[src/rtl/tm_result_collector.sv]
// Result collector: captures one record per completed image into a FIFO for host readout,
// keeps image/correct counters, and pulses img_rst to re-arm the inference chain.
module tm_result_collector #(
    parameter int unsigned CLASSN     = 10,
    parameter int unsigned DEPTH      = 16,
    parameter int unsigned CNT_W      = 16,
    parameter int unsigned RST_CYCLES = 2,
    localparam int unsigned CW        = $clog2(CLASSN),
    localparam int unsigned RW        = 2 * CW + 2
) (
    input  logic             clk,
    input  logic             rst_n,
    input  logic             done,
    input  logic [CW-1:0]    class_op,
    input  logic             label_valid,
    input  logic [CW-1:0]    label,
    input  logic             clear,
    input  logic             rd_en,
    output logic [RW-1:0]    rd_data,
    output logic             rd_valid,
    output logic             fifo_empty,
    output logic             fifo_full,
    output logic             overflow,
    output logic [CNT_W-1:0] img_count,
    output logic [CNT_W-1:0] correct_count,
    output logic             img_rst
);

    localparam int unsigned AW  = $clog2(DEPTH);
    localparam int unsigned RCW = (RST_CYCLES > 1) ? $clog2(RST_CYCLES) : 1;

    typedef enum logic [1:0] {StIdle, StRestart, StRearm} state_e;

    state_e           state_q, state_d;
    logic [RCW-1:0]   rcnt_q, rcnt_d;
    logic             done_q;
    logic             capture;

    logic             has_label_q;
    logic [CW-1:0]    slot_q;

    logic [AW:0]      wptr_q, rptr_q;
    logic [RW-1:0]    mem_q [DEPTH];
    logic [RW-1:0]    rd_data_q;
    logic             rd_valid_q;
    logic             overflow_q;
    logic [CNT_W-1:0] img_count_q, correct_count_q;

    logic             empty, full, pop, push, drop, match;
    logic [RW-1:0]    record;

    always_comb begin
        state_d = state_q;
        rcnt_d  = rcnt_q;
        capture = 1'b0;
        case (state_q)
            StIdle: begin
                if (done && !done_q) begin
                    capture = 1'b1;
                    state_d = StRestart;
                    rcnt_d  = '0;
                end
            end
            StRestart: begin
                if (rcnt_q == RCW'(RST_CYCLES - 1)) begin
                    state_d = StRearm;
                end else begin
                    rcnt_d = rcnt_q + 1'b1;
                end
            end
            StRearm: begin
                if (!done) begin
                    state_d = StIdle;
                end
            end
            default: state_d = StIdle;
        endcase
    end

    // Slot value is kept at zero while empty, so an unlabelled record carries label 0.
    assign match  = has_label_q && (slot_q == class_op);
    assign record = {has_label_q, match, slot_q, class_op};

    assign empty = (wptr_q == rptr_q);
    assign full  = (wptr_q[AW] != rptr_q[AW]) && (wptr_q[AW-1:0] == rptr_q[AW-1:0]);
    assign pop   = rd_en && !empty && !clear;
    // A pop on the same edge frees the slot, so a full FIFO still accepts the push.
    assign push  = capture && (!full || pop) && !clear;
    assign drop  = capture && full && !pop && !clear;

    always_ff @(posedge clk or negedge rst_n) begin
        if (!rst_n) begin
            state_q <= StIdle;
            rcnt_q  <= '0;
            done_q  <= 1'b0;
        end else begin
            state_q <= state_d;
            rcnt_q  <= rcnt_d;
            done_q  <= done;
        end
    end

    always_ff @(posedge clk or negedge rst_n) begin
        if (!rst_n) begin
            wptr_q          <= '0;
            rptr_q          <= '0;
            rd_data_q       <= '0;
            rd_valid_q      <= 1'b0;
            overflow_q      <= 1'b0;
            img_count_q     <= '0;
            correct_count_q <= '0;
            has_label_q     <= 1'b0;
            slot_q          <= '0;
        end else if (clear) begin
            wptr_q          <= '0;
            rptr_q          <= '0;
            rd_valid_q      <= 1'b0;
            overflow_q      <= 1'b0;
            img_count_q     <= '0;
            correct_count_q <= '0;
            has_label_q     <= 1'b0;
            slot_q          <= '0;
        end else begin
            rd_valid_q <= pop;
            if (pop) begin
                rd_data_q <= mem_q[rptr_q[AW-1:0]];
                rptr_q    <= rptr_q + 1'b1;
            end
            if (push) begin
                wptr_q <= wptr_q + 1'b1;
            end
            if (drop) begin
                overflow_q <= 1'b1;
            end
            if (capture && (img_count_q != '1)) begin
                img_count_q <= img_count_q + 1'b1;
            end
            if (capture && match && (correct_count_q != '1)) begin
                correct_count_q <= correct_count_q + 1'b1;
            end
            // A same-edge strobe lands for the next image; the record uses the old slot.
            if (label_valid) begin
                has_label_q <= 1'b1;
                slot_q      <= label;
            end else if (capture) begin
                has_label_q <= 1'b0;
                slot_q      <= '0;
            end
        end
    end

    always_ff @(posedge clk) begin
        if (push) begin
            mem_q[wptr_q[AW-1:0]] <= record;
        end
    end

    assign rd_data       = rd_data_q;
    assign rd_valid      = rd_valid_q;
    assign fifo_empty    = empty;
    assign fifo_full     = full;
    assign overflow      = overflow_q;
    assign img_count     = img_count_q;
    assign correct_count = correct_count_q;
    assign img_rst       = (state_q == StRestart);

endmodule

[config.mk]
export PLATFORM = sky130hd
export DESIGN_NAME = tm_result_collector
export DESIGN_NICKNAME = d
export VERILOG_FILES = /design/src/rtl/tm_result_collector.sv
export SDC_FILE = /design/constraint.sdc
export NUM_CORES = 1
export LEC_CHECK = 0
export ABC_AREA = 1
export BUFFER_PORTS_ARGS = -buffer_cell sky130_fd_sc_hd__buf_4
export CAP_MARGIN = 10
export CORE_MARGIN = 1.5
export CORE_UTILIZATION = 55
export CTS_BUF_LIST = sky130_fd_sc_hd__clkbuf_16
export CTS_CLUSTER_SIZE = 8
export DETAILED_ROUTE_END_ITERATION = 12
export GPL_ROUTABILITY_DRIVEN = 1
export PLACE_DENSITY = 0.76
export SYNTH_ARGS = -nofsm -noshare
export SYNTH_HDL_FRONTEND = slang
export SYNTH_SLANG_ARGS = --single-unit
export TNS_END_PERCENT = 100
[constraint.sdc]
create_clock -name clk -period 2 [get_ports clk]
set_input_delay 0.4 -clock clk [delete_from_list [all_inputs] [get_ports clk]]
set_output_delay 0.4 -clock clk [all_outputs]
set_load 0.05 [all_outputs]
**After elaboration in Yosys (flattened, before gate mapping)**

Memory sizes are Yosys's and may differ from the RTL's. A register that Yosys moved wholly into a read port is not among the register bits.
Cells that the tools add are included.

- Memory bits (writable): 160
- Output and inout bits: 47
- Bits in registers: 53
- Word-level logic and storage cells: 88
- Input bits: 14
- Memories: 1

- Add/subtract/negate cells: 5
- Bitwise gates (word level): 1
- Reductions and logical operators: 31
- Equal/unequal tests: 11
- Mux-type cells: 28

Memories:

| memory | depth | bits a word | rd ports | clocked after Yosys merged registers in | write ports | line | text |
|---|---|---|---|---|---|---|---|
| mem_q | 16 | 10 | 1 | 1 | 1 | 43 | `logic [RW-1:0] mem_q [DEPTH];` |

Operators by type and width:

| kind | count |
|---|---|
| 2-to-1 mux 16 bit | 4 |
| adder 16 x 1 -> 16 bit (second input constant) | 2 |
| inequality test 16 bit (second input constant) | 2 |
| 2-to-1 mux 5 bit | 4 |
| logical AND 1 bit | 13 |
| 2-to-1 mux 1 bit | 12 |
| 2-to-1 mux 4 bit | 3 |
| nonzero test 2 bit | 6 |
| adder 5 x 1 -> 5 bit (second input constant) | 2 |
| == test 4 bit | 2 |
| zero test 1 bit | 6 |
| 2-to-1 mux 2 bit | 3 |
| case mux 2 bit (3 select lines) | 1 |
| == test 5 bit | 1 |
| inequality test 2 bit (second input constant) | 2 |
| AND reduction 2 bit | 2 |
| AND reduction 3 bit | 1 |
| nonzero test 3 bit | 1 |
| == test 2 x 1 -> 1 bit (second input constant) | 1 |
| == test 2 bit (second input constant) | 1 |
| zero test 2 bit | 1 |
| inequality test 2 x 1 -> 1 bit (second input constant) | 1 |
| case mux 1 bit (2 select lines) | 1 |
| adder 1 bit (second input constant) | 1 |
| 3 further kinds | 3 |

**Depth between registers and ports, before layout**

Gate-level depths: netlist of the first run.

- Word-level depth: 9
- Gate-level depth with buffers: 12
- Mapped depth without buffers: 10

**Worst setup path after synthesis of the first run**

Ideal clock, no wire load.

- Kind: register to register
- Start: register rptr_q[0]
- End: memory mem_q[0][0] (netlist bit), enable pin
- Path slack: -0.022 ns
- Arrival time: 1.646 ns
- Setup time: 0.376 ns
- Period minus slack after synthesis: 2.022 ns
- Data required time: 1.624 ns
- Cell stages (with the launch flop): 10
- Buffers on the path: 2
- Cells stage by stage: dfrtp_1 buf_4 inv_2 nand2_1 nand2_1 nor2_1 o2111ai_1 buf_2 nand4_1 nor2_1

- Longest elaborated chain between the ends: 9
- Elaborated cells on any way between the ends: 12
- Classes of those cells: eq/ne (2); mux (2); reduce/logical (8)

RTL lines:

| element | line | text |
|---|---|---|
| start: declaration | 42 | `logic [AW:0] wptr_q, rptr_q;` |
| start signal: assignment | 127 | `rptr_q <= rptr_q + 1'b1;` |
| == test 5 bit | 84 | `assign empty = (wptr_q == rptr_q);` |
| zero test 1 bit | 86 | `assign pop = rd_en && !empty && !clear;` |
| logical AND 1 bit (2 in a row) | 86 |  |
| logical OR 1 bit * | 88 | `assign push = capture && (!full \|\| pop) && !clear;` |
| logical AND 1 bit * (2 in a row) | 88 |  |
| 2-to-1 mux 1 bit * | 153 | `if (push) begin` |
| 2-to-1 mux 1 bit (implied by the code) * | 154 | `mem_q[wptr_q[AW-1:0]] <= record;` |
| end: declaration | 43 |  |

Every way passes the cells marked *; elsewhere a longest branch is shown, timed or not.

**Worst setup path in the final report of the first run**

- Start: register rptr_q[0]
- End: output port fifo_empty

- Longest elaborated chain between the ends: 1

RTL lines:

| element | line | text |
|---|---|---|
| == test 5 bit | 84 |  |
| end: declaration | 21 | `output logic fifo_empty,` |

Every way passes these cells.

==> qor.yml, run 1 <==
setup_path:
  cp.required_ns: 1.60
  worstSetupEndpointType: "primary output"
  path_class: "register to primary output"
  reg2reg_to: "mem_q[14][2]"
  cp-start-kind: "register"
  rrSetupSlack_ns: -0.04
  cp_data_arrival_time_ns: 1.67
  r2r_start: "rptr_q[1]"
  r2r_cells: 6
  path_max_fanout: 3
synth:
  ys.flop_type: "edfxtp_1"
  synthCells: 1011
  synth_seq_cells: 223
  yosysUniqueCellTypes: 35
  yosysTopAreaCell: "edfxtp_1"
  yosysWarningCount: 0
  synthXorXnorAreaFrac_pct: 1.90
  synth_compound_area_share_pct: 8.10
  seq_area_frac_synth_pct: 63.1
  synth_top_family_by_area: "simple AND/OR/NAND/NOR gates"
  synth_area_um2: 10100
  synth_top_area_share_pct: 47.5
  synthMuxAreaShare_pct: 0
  synthTopCellsByArea: "edfxtp_1 (47%), dfrtp_1 (16%), nand2_1 (6.8%)"
  synth-edff-count: 160
  syn_area_per_cell_um2: 10.0
  postSynthNetCount: 1032
  synthArstFlopShare_pct: 28.3
  yosys.area_share.adder_pct: 0.865
  synth-simple-area-share_pct: 20.6
grt:
  grt_pass1_vias: 7825
  grt_max_degree: 59
  antenna_found_initial: 0
  grt_pass1_wl_mm: 40.6
  grt.total_usage_pct: 26.7
  grt_overflow: 0
clocking:
  ctsRootBufferMaster: "clkbuf_16"
  insertion_delay_ns: 0.53
  cts_made_buffers: 31
  path_clk_slew_ns: 0.05
  h-tree-depth: 1
  cts_tree: "done"
  clock_sinks: 223
  clk_path_buf_depth: 3
hold_path:
  worstHoldStart: "label[2]"
  hold_depth: 3
  hold_path.class: "primary input to register"
  min_to: "slot_q[2]"
placed_design:
  globalplace.congestion: 0.878
  port-buffer-count: 60
  pre_cts_ws_ns: -0.0889
  hpwl_mm: 15.9
final_layout:
  nFillCells: 1401
  post-route-util_pct: 66.9
  drive_gt1_share_pct: 16.9
  syn2layout_area_growth_pct: 19.2
  antenna_cells: 0
  design.final.nets: 1137
timing:
  hold_viol_final: 0
  finalCriticalPeriod_ns: 2.07
  maxClockFrequency_mhz: 484
  slew_headroom_pct: 50.4
  finalCritPeriodShare_pct: 103
  fin_skew_ns: 0.0104
  slew_viol_final: 0
  rsz0062_at_grt: "yes"
  worst_slew_pin_slew_ns: 0.743
  setup_viol: 41
  setup_ws_ns: -0.0652
drt:
  avgViaCountPerCell: 5.64
  num_vias: 7718
  wl_mm: 25.6
  route.detailed.drc: 0
  wire_per_inst_um: 18.7
  drtIter0Drc: 612
  drtPass1Iterations: 5
  ant_nets: 0
job:
  cap_violations: 0
floorplan:
  die_area_um2: 19200
  ioPinCount: 61
  die_y_um: 139
  die_x_um: 139
  core_um2: 18000
  initial_core_util_pct: 56.1
  rows: 49
status:
  run_status: "complete, but fails checks"
  violations: "setup timing"
pwr:
  power_density_nw_per_um2: 1000
  p_leak_nw: 5.02
  ir_worst_vdd_uv: 665
[power breakdown]
part           leakage (nW)  internal, mW  switching, mW  total (mW)
Sequential             2.30          5.15          0.162        5.31
Combinational          2.21         0.670           1.52        2.19
Clock                 0.521          2.75           1.85        4.60
Total                  5.02          8.57           3.53        12.1
[worst max-delay path, cell delays in order (launching register included)]
cell      delay [ns]
dfrtp_2         0.44
nand2_2         0.10
nand2_2         0.07
nor2_4          0.14
nand3b_1        0.13
inv_1           0.10
buf_6           0.16
[synth_stat cells (3+ instances only)]
cell type / count
nand2_2: 3
nor2_1: 174
o21ai_0: 94
xnor2_1: 3
buf_2: 24
buf_1: 3
dfrtp_1: 63
nand4_1: 17
ha_1: 7
inv_2: 5
nand2_1: 182
edfxtp_1: 160
o21ai_1: 30
clkbuf_1: 12
o211ai_1: 21
xor2_1: 19
buf_6: 5
nand3_2: 4
nand3_1: 78
inv_1: 65
buf_4: 6
nor3_1: 17
[registers in the layout (all words and copies together) (netlist names)]
signal	cells
correct_count	16
done_q	1
has_label_q	1
img_count	16
mem_q	160
overflow	1
rcnt_q	1
rd_data	10
rd_valid	1
rptr_q	5
slot_q	4
state_q	2
wptr_q	5
[logic make-up after synthesis]
family	Yosys count
compound gates	151
xor+xnor	22
fa+ha+maj	7
buf+inv	123
flops	223
simple gates	485
[final cells by class]
class	count	area, um2	area share [%]
clock buffers	31	776	6.43
clock inverters	26	97.6	0.809
inverters	73	279	2.31
multi-input cells	665	3220	26.7
flip-flops and latches	223	6380	52.9
well taps	229	287	2.37
repair buffers	122	1020	8.45
[through the flow]
step | setup TNS, ns | power (mW) | hold slack (ns) | instance area, um2 | cells
floorplan | -1.56 | 6.71 | 0.104 | 10100 | 1011
global placement | -1.83 | 7.41 | 0.381 | 11000 | 1299
detailed placement | -4.84 | 7.44 | 0.380 | 11000 | 1299
CTS | -0.182 | 12.1 | 0.0885 | 12000 | 1364
global route | -9.72 | 12.6 | 0.126 | 12100 | 1369
finish | -1.02 | 12.1 | 0.104 | 12100 | 1369
[repair_timing]
item | CTS | global route
hold buffers | 2 | 0
endpoints found under the hold margin | 31 | 0
pin swaps | 3 | 6
setup buffers | 6 | 5
resized for setup | 3 | 20
endpoints found under the setup margin | 72 | 167
[how the worst max path moves through the flow]
| stage | start | to |
|---|---|---|
| global route | wptr_q[0] | fifo_empty |
| global placement | clear | mem_q[12][7] |
| finish | rptr_q[0] | fifo_empty |
| CTS | rptr_q[1] | fifo_empty |
| detailed placement | clear | mem_q[12][9] |
| floorplan | rptr_q[0] | mem_q[0][0] |
[placed cells by master (no fill, tap or decap), types with 2 or more instances in the layout]
cell type,count
nand2_1,175
nor2_1,172
edfxtp_1,160
buf_4,111
o21ai_0,94
inv_1,85
nand3_1,77
dfrtp_1,60
clkbuf_16,31
o21ai_1,30
o211ai_1,21
xor2_1,19
nand4_1,17
nor3_1,17
inv_2,10
nand2_2,10
ha_1,7
buf_12,7
nand3_2,5
nor2_4,4
xnor2_1,3
dfrtp_2,3
clkinv_2,2
nor2_2,2
nor3_2,2
o21bai_1,2
a21oi_1,2
dlygate4sd3_1,2
[per-layer routing]
layer / GRT usage (%) / wire [um]
met5: 0 / 0
met1: 34.6 / 10300
met2: 44.4 / 12500
met3: 5.66 / 1980
met4: 10.5 / 865
(Power assumes the default switching activity.)
==> inputs of run 2 (changes only) <==
Settings changed: CORE_UTILIZATION 55 to 41, PLACE_DENSITY 0.76 to 0.68.
==> qor.yml, run 2 (synthesis gave the netlist of run 1 again) <==
hold_path:
  hold_path.class: "primary input to register"
  hold_depth: 3
placed_design:
  globalplace.congestion: 0.893
  hpwl_mm: 15.5
  port-buffer-count: 60
  pre_cts_ws_ns: -0.0922
  placed_area_um2: 11100
grt:
  antenna_found_initial: 0
  grt.total_usage_pct: 19.8
  grt_max_degree: 84
  grt_pass1_vias: 7353
  grt_overflow: 0
  grt_pass1_wl_mm: 39.8
timing:
  hold_viol_final: 0
  finalCriticalPeriod_ns: 2.10
  slew_headroom_pct: 51.5
  worst_slew_pin_slew_ns: 0.728
  fin_skew_ns: 0.00989
  rsz0062_at_grt: "yes"
  setup_ws_ns: -0.102
  finalCritPeriodShare_pct: 105
  fin_setup_tns_ns: -0.486
  maxClockFrequency_mhz: 476
  slew_viol_final: 0
  setup_viol: 43
drt:
  avgViaCountPerCell: 5.18
  ant_nets: 0
  route.detailed.drc: 0
  drtIter0Drc: 677
  wl_mm: 25.1
  drtPass1Iterations: 5
  num_vias: 7597
  wire_per_inst_um: 17.1
setup_path:
  path_class: "register to primary output"
  crit_path_max_incr_delay_ns: 0.41
  worstSetupPathDepth: 7
  worstPathCellList: "inv_2 -> nand2_2 -> nand2_2 -> nor2_4 -> nand3b_1 -> inv_1 -> buf_6"
  cp_top_family: "flip-flops"
  crit_path_frequent_cell: "nand2_2"
  slowest_stage: "dfrtp_1"
  path_buf_inv: 3
  cp-start-kind: "register"
  cp.required_ns: 1.60
  path_max_fanout: 3
  cp_data_arrival_time_ns: 1.70
  r2r_cells: 7
  worstSetupEndpointType: "primary output"
floorplan:
  initial_core_util_pct: 41.7
  core_um2: 24200
  die_y_um: 160
  ioPinCount: 61
  die_x_um: 160
  rows: 57
  die_area_um2: 25600
clocking:
  path_clk_slew_ns: 0.05
  clock_sinks: 223
  h-tree-depth: 1
  ctsRootBufferMaster: "clkbuf_16"
  insertion_delay_ns: 0.56
  clk_path_buf_depth: 3
  cts_made_buffers: 31
  cts_tree: "done"
pwr:
  power_density_nw_per_um2: 995
  seqPwrFrac_pct: 43.8
  swShare_pct: 29.5
  ir_worst_vdd_uv: 594
  p_leak_nw: 5.04
  switching_power_mw: 3.57
  p_comb_share_pct: 17.6
  power_frac_clock_pct: 38.6
  power.internal_mw: 8.55
status:
  run_status: "complete, but fails checks"
  violations: "setup timing"
final_layout:
  largest_register_ffs: 160
  design.final.nets: 1139
  drive_gt1_share_pct: 17.6
  antenna_cells: 0
  fin_area_um2: 12200
  final_common_cell: "nand2_1"
  layout_common_cells: "nand2_1 (173), nor2_1 (171), edfxtp_1 (160)"
  syn2layout_area_growth_pct: 20.4
job:
  cap_violations: 0
==> run 2: cell count changes in the layout (fill, tap and decap cells not counted), sizes merged <==
cell  delta
buf      +2
==> run 2: area by class of cell <==
| cell class | instances | area (um2) |
|---|---|---|
| Tap cell | 324 | 405 |
| Sequential cell | 223 | 6390 |
| Multi-Input combinational cell | 665 | 3240 |
| Fill cell | 2177 | 12100 |
| Inverter | 73 | 279 |
| Timing Repair Buffer | 124 | 985 |
| Clock buffer | 31 | 776 |
| Clock inverter | 26 | 114 |
==> run 2: worst paths after layout <==
check | startpoint | end | slack (ns)
min reg2reg | rcnt_q | state_q[0] | 0.48
min | label[2] | slot_q[2] | 0.09
max | rptr_q[3] | fifo_empty | -0.10
min in group asynchronous | rst_n | correct_count[9] | 0.46
max in group asynchronous | rst_n | done_q | 0.94
max reg2reg | rptr_q[1] | mem_q[12][5] | -0.02
==> run 2: power by group through the flow <==
stage,sequential [mW],clock (mW),combinational [mW]
floorplan,5.70,0,1.01
global placement,5.38,0,2.01
detailed placement,5.38,0,2.03
CTS,5.30,4.74,2.10
global route,5.31,4.94,2.34
finish,5.31,4.68,2.13
==> run 2: worst min-delay path, stage by stage <==
cell and delay [ns]:
buf_4 0.08, nand3_1 0.07, nand2_1 0.07
==> run 2: layer usage <==
| metal | wire [um] | vias to the layer above | track usage (%) |
|---|---|---|---|
| li1 | - | 3655 | - |
| met1 | 11000 | 3649 | 27.3 |
| met2 | 11700 | 256 | 32.2 |
| met3 | 1930 | 37 | 3.66 |
| met4 | 568 | 0 | 4.97 |
| met5 | 0 | - | 0 |
==> run 2: what timing repair did <==
action,in CTS,in global routing
hold buffers,2,0
hold endpoints to repair,51,0
setup endpoints to repair,65,165
gates cloned,0,0
pin swaps,5,6
setup buffers,11,5
gates resized for setup,12,17
==> run 2: stage by stage <==
stage	util, %	total power, mW	cells	hold slack [ns]
2_1_floorplan	-	6.71	1011	0.104
3_3_place_gp	45.7	7.40	1391	0.472
3_5_place_dp	45.7	7.41	1391	0.470
4_1_cts	49.9	12.1	1461	0.0867
5_1_grt	50.3	12.6	1466	0.0963
6_report	50.3	12.1	1466	0.0921
==> inputs of run 3 (changes only) <==
Settings changed: SKIP_CTS_REPAIR_TIMING set to 1.
==> qor.yml, run 3 (synthesis gave the netlist of run 1 again) <==
status:
  violations: "setup timing"
  run_status: "complete, but fails checks"
setup_path:
  setup.worst_path.start: "wptr_q[2]"
  r2r_cells: 6
  r2r_start: "rptr_q[1]"
  cp_top_family: "simple AND/OR/NAND/NOR gates"
  rrSetupSlack_ns: -0.04
  path_max_fanout: 3
  worstSetupPathDepth: 7
  cp_data_arrival_time_ns: 1.72
  worstSetupEndpointType: "primary output"
  slowest_stage: "dfrtp_1"
  worstPathCellList: "inv_2 -> nand2_1 -> nand2_2 -> nor2_4 -> nand3b_1 -> inv_1 -> buf_6"
  path_class: "register to primary output"
  crit_path_max_incr_delay_ns: 0.40
  cp.required_ns: 1.60
  crit_end: "fifo_empty"
  cp-start-kind: "register"
  path_buf_inv: 3
  reg2reg_to: "mem_q[12][6]"
placed_design:
  pre_cts_ws_ns: -0.0922
  port-buffer-count: 60
  hpwl_mm: 15.5
  globalplace.congestion: 0.893
  post-place-cells: 1391
timing:
  setup_viol: 62
  finalCritPeriodShare_pct: 106
  finalCriticalPeriod_ns: 2.12
  setup_ws_ns: -0.124
  worst_slew_pin_slew_ns: 0.811
  maxClockFrequency_mhz: 471
  fin_skew_ns: 0.0104
  hold_ws_ns: 0.0949
  slew_viol_final: 0
  hold_viol_final: 0
  rsz0062_at_grt: "yes"
  slew_headroom_pct: 45.7
floorplan:
  die_y_um: 160
  die_area_um2: 25600
  die_x_um: 160
  rows: 57
  core_um2: 24200
  ioPinCount: 61
  initial_core_util_pct: 41.7
final_layout:
  antenna_cells: 0
  drive_gt1_share_pct: 16.2
  design.final.nets: 1131
  syn2layout_area_growth_pct: 19.5
  nFillCells: 2186
  layout_common_cells: "nand2_1 (179), nor2_1 (172), edfxtp_1 (160)"
  stdcell_count: 1458
  final_common_cell: "nand2_1"
  largest_register_ffs: 160
grt:
  antenna_found_initial: 0
  grtUsageMet1_pct: 27.2
  grt_pass1_vias: 7245
  grt_max_degree: 84
  grt_pass1_wl_mm: 39.4
  grt.total_usage_pct: 19.5
  top_usage_layer: "met2"
  grt_overflow: 0
  met2_usage_pct: 31.5
  grt_use_met3_pct: 3.69
clocking:
  cts_tree: "done"
  clk_path_buf_depth: 3
  ctsRootBufferMaster: "clkbuf_16"
  cts_made_buffers: 31
  path_clk_slew_ns: 0.05
  clock_sinks: 223
  h-tree-depth: 1
  insertion_delay_ns: 0.56
pwr:
  totalPowerFinal_mw: 12.1
  ir_worst_vdd_uv: 623
  p_leak_nw: 5.00
  power_density_nw_per_um2: 999
drt:
  drtPass1Iterations: 5
  wire_per_inst_um: 17.1
  drtIter0Drc: 697
  wl_mm: 24.9
  route.detailed.drc: 0
  ant_nets: 0
  avgViaCountPerCell: 5.18
  num_vias: 7547
job:
  cap_violations: 0
hold_path:
  hold_path.class: "primary input to register"
  hold_depth: 3
## run 3: changes by cell type in the layout (fill, tap and decap cells not counted), sizes merged
cell	change
buf	-8
## run 3: worst min-delay path by stage
stage | startpoint | end
6_report | label[2] | slot_q[2]
5_1_grt | label[2] | slot_q[2]
4_1_cts | rst_n | rd_data[7]
3_5_place_dp | rd_data[6] | rd_data[6]
3_3_place_gp | rd_data[8] | rd_data[8]
2_1_floorplan | rst_n | correct_count[0]
## run 3: power by group
part	internal, mW	switching (mW)	total (mW)
logic	0.616	1.49	2.10
clock network	2.77	1.91	4.68
registers	5.15	0.156	5.30
total	8.53	3.55	12.1
## run 3: worst register-to-register path: stages (launching register included)
cell,delay (ns)
dfrtp_2,0.43
xor2_1,0.24
nor2_4,0.07
o2111ai_1,0.28
nand4_1,0.32
nor2_1,0.16
buf_4,0.22
## run 3: per-layer routing
layer	wire (um)	share of wire (%)
met2	11400	46
met5	0	0
met4	586	2.4
met3	1940	7.8
met1	10900	44
## run 3: area by class of cell
class / count / area, um2 / area share [%]
Clock inverter: 26 / 114 / 0.942
Timing Repair Buffer: 116 / 921 / 7.62
Tap cell: 324 / 405 / 3.35
Clock buffer: 31 / 776 / 6.42
Sequential cell: 223 / 6390 / 52.8
Inverter: 73 / 277 / 2.29
Multi-Input combinational cell: 665 / 3210 / 26.6
## run 3: stage by stage
| stage | TNS (ns) | instance area, um2 | util [%] |
|---|---|---|---|
| 5_1_grt | -14.65 | 12100 | 49.9 |
| 3_3_place_gp | -2.70 | 11100 | 45.7 |
| 4_1_cts | -4.74 | 12000 | 49.4 |
| 6_report | -1.56 | 12100 | 49.9 |
| 2_1_floorplan | -1.56 | 10100 | - |
| 3_5_place_dp | -4.24 | 11100 | 45.7 |
